File: config.mk
export PLATFORM = sky130hd
export DESIGN_NAME = spike_rate_decoder
export DESIGN_NICKNAME = d
export VERILOG_FILES = /design/src/rtl/snn_pkg.sv /design/src/rtl/spike_sat_counter.sv /design/src/rtl/spike_rate_decoder.sv
export SDC_FILE = /design/constraint.sdc
export NUM_CORES = 1
export LEC_CHECK = 0
export BUFFER_PORTS_ARGS = -buffer_cell sky130_fd_sc_hd__buf_2
export CORE_ASPECT_RATIO = 1.25
export CORE_MARGIN = 2
export CORE_UTILIZATION = 55
export DETAILED_ROUTE_END_ITERATION = 12
export PLACE_DENSITY = 0.73
export SETUP_SLACK_MARGIN = 0.1
export SLEW_MARGIN = 20
export SYNTH_ARGS = -nofsm -noshare
export SYNTH_HDL_FRONTEND = slang
export SYNTH_SLANG_ARGS = --single-unit
export TNS_END_PERCENT = 100
File: constraint.sdc
create_clock -name clk -period 2.74 [get_ports clk]
set_input_delay 0.274 -clock clk [delete_from_list [all_inputs] [get_ports clk]]
set_output_delay 0.274 -clock clk [all_outputs]
set_load 0.1 [all_outputs]
File: src/rtl/snn_pkg.sv
// Shared defaults and state encoding for the spiking-network output stage.
package snn_pkg;

    localparam int unsigned NUM_NEURONS_DEF = 8;
    localparam int unsigned WINDOW_DEF      = 20;
    localparam int unsigned CNT_W_DEF       = 5;
    localparam int unsigned IDX_W_DEF       = 3;

    typedef enum logic [1:0] {
        IDLE   = 2'd0,
        ACCUM  = 2'd1,
        ARGMAX = 2'd2,
        DONE   = 2'd3
    } dec_state_e;

endpackage

File: src/rtl/spike_sat_counter.sv
// One per-neuron spike counter that sticks at its maximum instead of wrapping.
module spike_sat_counter #(
    parameter int unsigned CNT_W = 5
) (
    input  logic             clk,
    input  logic             reset,
    input  logic             clr_i,
    input  logic             en_i,
    input  logic             spike_i,
    output logic [CNT_W-1:0] count_o
);

    localparam logic [CNT_W-1:0] CNT_MAX = '1;

    logic [CNT_W-1:0] count_q;

    always_ff @(posedge clk) begin
        if (reset || clr_i) begin
            count_q <= '0;
        end else if (en_i && spike_i && (count_q != CNT_MAX)) begin
            count_q <= count_q + CNT_W'(1);
        end
    end

    assign count_o = count_q;

endmodule

File: src/rtl/spike_rate_decoder.sv
// Rate decoder: counts spikes per neuron over a window, then scans for the
// most active neuron and offers the result on a valid/ready handshake.
module spike_rate_decoder
    import snn_pkg::*;
#(
    parameter int unsigned NUM_NEURONS = NUM_NEURONS_DEF,
    parameter int unsigned WINDOW      = WINDOW_DEF,
    parameter int unsigned CNT_W       = CNT_W_DEF,
    parameter int unsigned IDX_W       = IDX_W_DEF
) (
    input  logic                   clk,
    input  logic                   reset,
    input  logic                   start,
    input  logic                   spike_valid,
    input  logic [NUM_NEURONS-1:0] spike_in,
    output logic                   busy,
    output logic                   result_valid,
    input  logic                   result_ready,
    output logic [IDX_W-1:0]       class_idx,
    output logic [CNT_W-1:0]       class_count,
    output logic                   tie
);

    localparam int unsigned TS_W = $clog2(WINDOW + 1);

    dec_state_e       state_q;
    logic [TS_W-1:0]  ts_q;
    logic [IDX_W-1:0] scan_q;
    logic             busy_q;
    logic             valid_q;
    logic [IDX_W-1:0] idx_q;
    logic [CNT_W-1:0] best_q;
    logic             tie_q;

    logic [CNT_W-1:0] cnt [NUM_NEURONS];
    logic             clr_c;
    logic             acc_en_c;
    logic [CNT_W-1:0] scan_cnt_c;
    logic             last_ts_c;
    logic             last_k_c;

    assign clr_c      = (state_q == IDLE) && start;
    assign acc_en_c   = (state_q == ACCUM) && spike_valid;
    assign scan_cnt_c = cnt[scan_q];
    assign last_ts_c  = (ts_q == TS_W'(WINDOW - 1));
    assign last_k_c   = (scan_q == IDX_W'(NUM_NEURONS - 1));

    for (genvar g = 0; g < NUM_NEURONS; g++) begin : g_cnt
        spike_sat_counter #(
            .CNT_W (CNT_W)
        ) u_cnt (
            .clk     (clk),
            .reset   (reset),
            .clr_i   (clr_c),
            .en_i    (acc_en_c),
            .spike_i (spike_in[g]),
            .count_o (cnt[g])
        );
    end

    // Control FSM, timestep counter and one-neuron-per-cycle argmax scan.
    always_ff @(posedge clk) begin
        if (reset) begin
            state_q <= IDLE;
            ts_q    <= '0;
            scan_q  <= '0;
            busy_q  <= 1'b0;
            valid_q <= 1'b0;
            idx_q   <= '0;
            best_q  <= '0;
            tie_q   <= 1'b0;
        end else begin
            case (state_q)
                IDLE: begin
                    if (start) begin
                        state_q <= ACCUM;
                        ts_q    <= '0;
                        busy_q  <= 1'b1;
                        idx_q   <= '0;
                        best_q  <= '0;
                        tie_q   <= 1'b0;
                    end
                end
                ACCUM: begin
                    if (spike_valid) begin
                        ts_q <= ts_q + TS_W'(1);
                        if (last_ts_c) begin
                            state_q <= ARGMAX;
                            scan_q  <= '0;
                        end
                    end
                end
                ARGMAX: begin
                    // Strict > keeps the lowest index on equal counts.
                    if (scan_q == '0) begin
                        best_q <= scan_cnt_c;
                        idx_q  <= '0;
                        tie_q  <= 1'b0;
                    end else if (scan_cnt_c > best_q) begin
                        best_q <= scan_cnt_c;
                        idx_q  <= scan_q;
                        tie_q  <= 1'b0;
                    end else if (scan_cnt_c == best_q) begin
                        tie_q  <= 1'b1;
                    end
                    scan_q <= scan_q + IDX_W'(1);
                    if (last_k_c) begin
                        state_q <= DONE;
                        valid_q <= 1'b1;
                    end
                end
                DONE: begin
                    if (result_ready) begin
                        state_q <= IDLE;
                        valid_q <= 1'b0;
                        busy_q  <= 1'b0;
                    end
                end
                default: begin
                    state_q <= IDLE;
                    busy_q  <= 1'b0;
                    valid_q <= 1'b0;
                end
            endcase
        end
    end

    assign busy         = busy_q;
    assign result_valid = valid_q;
    assign class_idx    = idx_q;
    assign class_count  = best_q;
    assign tie          = tie_q;

endmodule

==> results.md <==
* CP top delay family: multiplexers
* Antenna Cells at 0
* Ys async rst share at 0%
* Clk slew on worst S/H paths at 70 ps
* Die H at 92.7 um
* FMAX at 401 MHz
* Core ar. at 0.00613 mm^2
* Initial DRC Count at 95
* Setup-failing EPs final at 0
* DIE AREA at 0.00695 mm^2
* Synth warn at 0
* Most common cell after layout, fill and taps aside: nand2_1
* Syn-to-layout area delta at 12.9%
* Fill cells at 521
* Critical Path AT at 2730 ps
* Skew-Pair Late Insertion Delay at 350 ps
* H-tree levels at 3
* DRC viols at 0
* Final hold vios at 0
* Main flop type after synthesis: dfxtp_1
* R2R depth at 7
* Grt total ovfl at 0
* Worst path cell trace: mux4_1 > mux2_4 > ha_4 > nand3_4 > o21bai_4 > a31oi_4 > mux2_4
* Layout cells sized above 1 at 17.3%
* Total power at 2.48 mW
* Initial antenna violation count at 0
* Vias in the first global route at 2611
* Slew HR at 59.2%
* Worst-path fanout max at 6
* Dpl hpwl at 5040 um
* Core Rows at 32
* Main area contributors after synthesis: dfxtp_1 (35%), ha_1 (11%), nand2_1 (6.5%)
* ANT nets after route at 0
* Slowest CP cell: mux4_1
* Most common cell on crit path: mux2_4
* Area fraction of the dominant cell type after synthesis at 35.2%
* Register area share after synthesis at 35.2%
* Fin crit share at 91.1%
* Crit path to: class_idx[0]
* Buf+Inv Stages, Crit Path at 0
* Vias at 2707
* Worst setup margin at 243 ps
* Worst-margin pin slew at 611 ps
* CP required at 2980 ps
* Crit end category: flip-flop
* Clock Tree Buf Depth at 2
* CP Launch Type: flip-flop
* TritonCTS buffer count at 9
* Clock sinks at 61
* Root Driver: clkbuf_8
* Pre-antenna DRT Iters at 4
* CTS hold repair buffers at 0
* Count of different cell masters after synthesis at 46
* Max incr delay on CP at 540 ps
* Worst hold path class: input port to flip-flop
* Synth Register Bits at 61
* # port buffers at 23
* Routed len/inst at 14.7 um
* R2R Path End: class_idx[0]
* Status: finished, final reports clean
* Pins Over Slew Limit at 0
* WS Path Type: flip-flop to flip-flop
* Ports at 24
* R2R Path Start: scan_q[0]
* Final Skew at 4.72 ps
* Worst R2R Setup Slack at 240 ps
* CP startpoint: scan_q[0]
* GPL Wtd Cong at 0.869
* Syn Inst Count at 374
* Routed wire length at 7120 um
* Syn nets at 417
* Starting Density at 56.6%
* GR Util All Layers at 21.8%
* CTS tree: done
* Max Cap Viol at 0
* Dpl ws at 107 ps
* Minimum clock period at 2500 ps
* Total Neg Setup Slack at 0 ps
* Mapped Area at 0.00346 mm^2
* Leak pwr at 1.60 nW
* Critical path depth in cells at 7
* Global-route wire length before repair at 11500 um
* Via density at 5.60
* Power per cell area at 635 mW/mm^2
* EDFF count, synth at 0
* Max VDD drop at 0.317 mV
* Post-synth top area cell: dfxtp_1
* Die Wd at 75.0 um
* Final nets at 437
* Most frequent cells in the layout: nand2_1 (60), dfxtp_1 (59), nor2_1 (33), a21oi_1 (28), ha_1 (27)
* Largest net degree at the start of global routing at 41
* Syn_area_per_cell at 9.26 um^2
* RSZ-0062 raised after global routing: false
[repair_timing]
item,in CTS,in global routing
setup endpoints to repair,0,6
setup buffers,0,2
resized for setup,0,8
[logic make-up after synthesis]
kind of cell               after synthesis  share of synthesized area [%]
AOI/OAI and AO/OA                       44                           7.98
and+or+nand+nor                        155                           22.6
buffers and inverters                   33                           4.69
xor gates and xnor gates                25                           6.32
adders and majority gates               30                           10.8
muxes                                   26                           12.4
DFF                                     61                           35.2
[worst reg2reg max path: stages (launching register included)]
cell,delay (ps)
dfxtp_4,390
mux4_1,540
mux2_4,300
ha_4,290
nand3_4,90
o21bai_4,190
a31oi_4,260
mux2_4,330
[final cells by class]
| class | instances | area, um^2 | share of cell area [%] |
|---|---|---|---|
| inverters | 12 | 50.0 | 1.28 |
| multi-input cells | 280 | 2150 | 55.0 |
| clock inverters | 1 | 30.0 | 0.768 |
| repair buffers | 30 | 171 | 4.38 |
| clock buffers | 14 | 173 | 4.41 |
| well taps | 85 | 106 | 2.72 |
| flip-flops and latches | 61 | 1230 | 31.4 |
[cell usage after synthesis, drive strengths merged (6+ instances only)]
| cell type | number |
|---|---|
| clkbuf | 13 |
| dfxtp | 61 |
| mux4 | 10 |
| buf | 8 |
| inv | 11 |
| mux2 | 7 |
| ha | 30 |
| nand3 | 6 |
| nand4 | 11 |
| a21oi | 28 |
| nand2 | 60 |
| xor2 | 17 |
| xnor2 | 8 |
| and3 | 8 |
| nand4b | 8 |
| o21ai | 6 |
| nor2 | 33 |
| and4b | 8 |
| mux2i | 9 |
[flip-flops by register name, indices dropped and copies added, names as in the netlist]
register and flops:
class_idx 3, class_count 5, ts_q 5, busy 1
g_cnt.u_cnt.count_o 40, result_valid 1, scan_q 3, state_q 2
tie 1
[layer usage]
metal / vias to the layer above / routed length (um) / global-route usage [%] / share of wire (%)
met5: - / 0 / 0 / 0
met2: 42 / 3560 / 37.0 / 50
met3: 10 / 218 / 6.20 / 3.1
li1: 1357 / - / - / -
met4: 0 / 126 / 7.29 / 1.8
met1: 1298 / 3220 / 25.8 / 45
[through the flow]
stage / hold WS, ps / utilization (%) / instance area, um^2 / instances
4_1_cts: 250 / 62.5 / 3830 / 481
3_5_place_dp: 463 / 59.2 / 3630 / 466
3_3_place_gp: 450 / 59.2 / 3630 / 466
2_1_floorplan: 448 / - / 3480 / 374
5_1_grt: 292 / 63.8 / 3910 / 483
6_report: 258 / 63.8 / 3910 / 483
[how the worst min path moves through the flow]
stage | from | slack [ps] | end | cells past startpoint
after CTS | result_ready | 250 | busy | 4
after global placement | class_idx[1] | 450 | class_idx[1] | 2
after global routing | result_ready | 290 | busy | 4
after detailed placement | class_count[3] | 460 | class_count[3] | 2
final | result_ready | 260 | busy | 4
after floorplan | ts_q[1] | 450 | ts_q[1] | 2
[report_power, final]
part	total, mW	internal (mW)	switching, mW
registers	0.962	0.923	0.0388
clock network	0.836	0.491	0.345
logic	0.685	0.243	0.442
No activity file was read; power rests on OpenSTA's default activity.
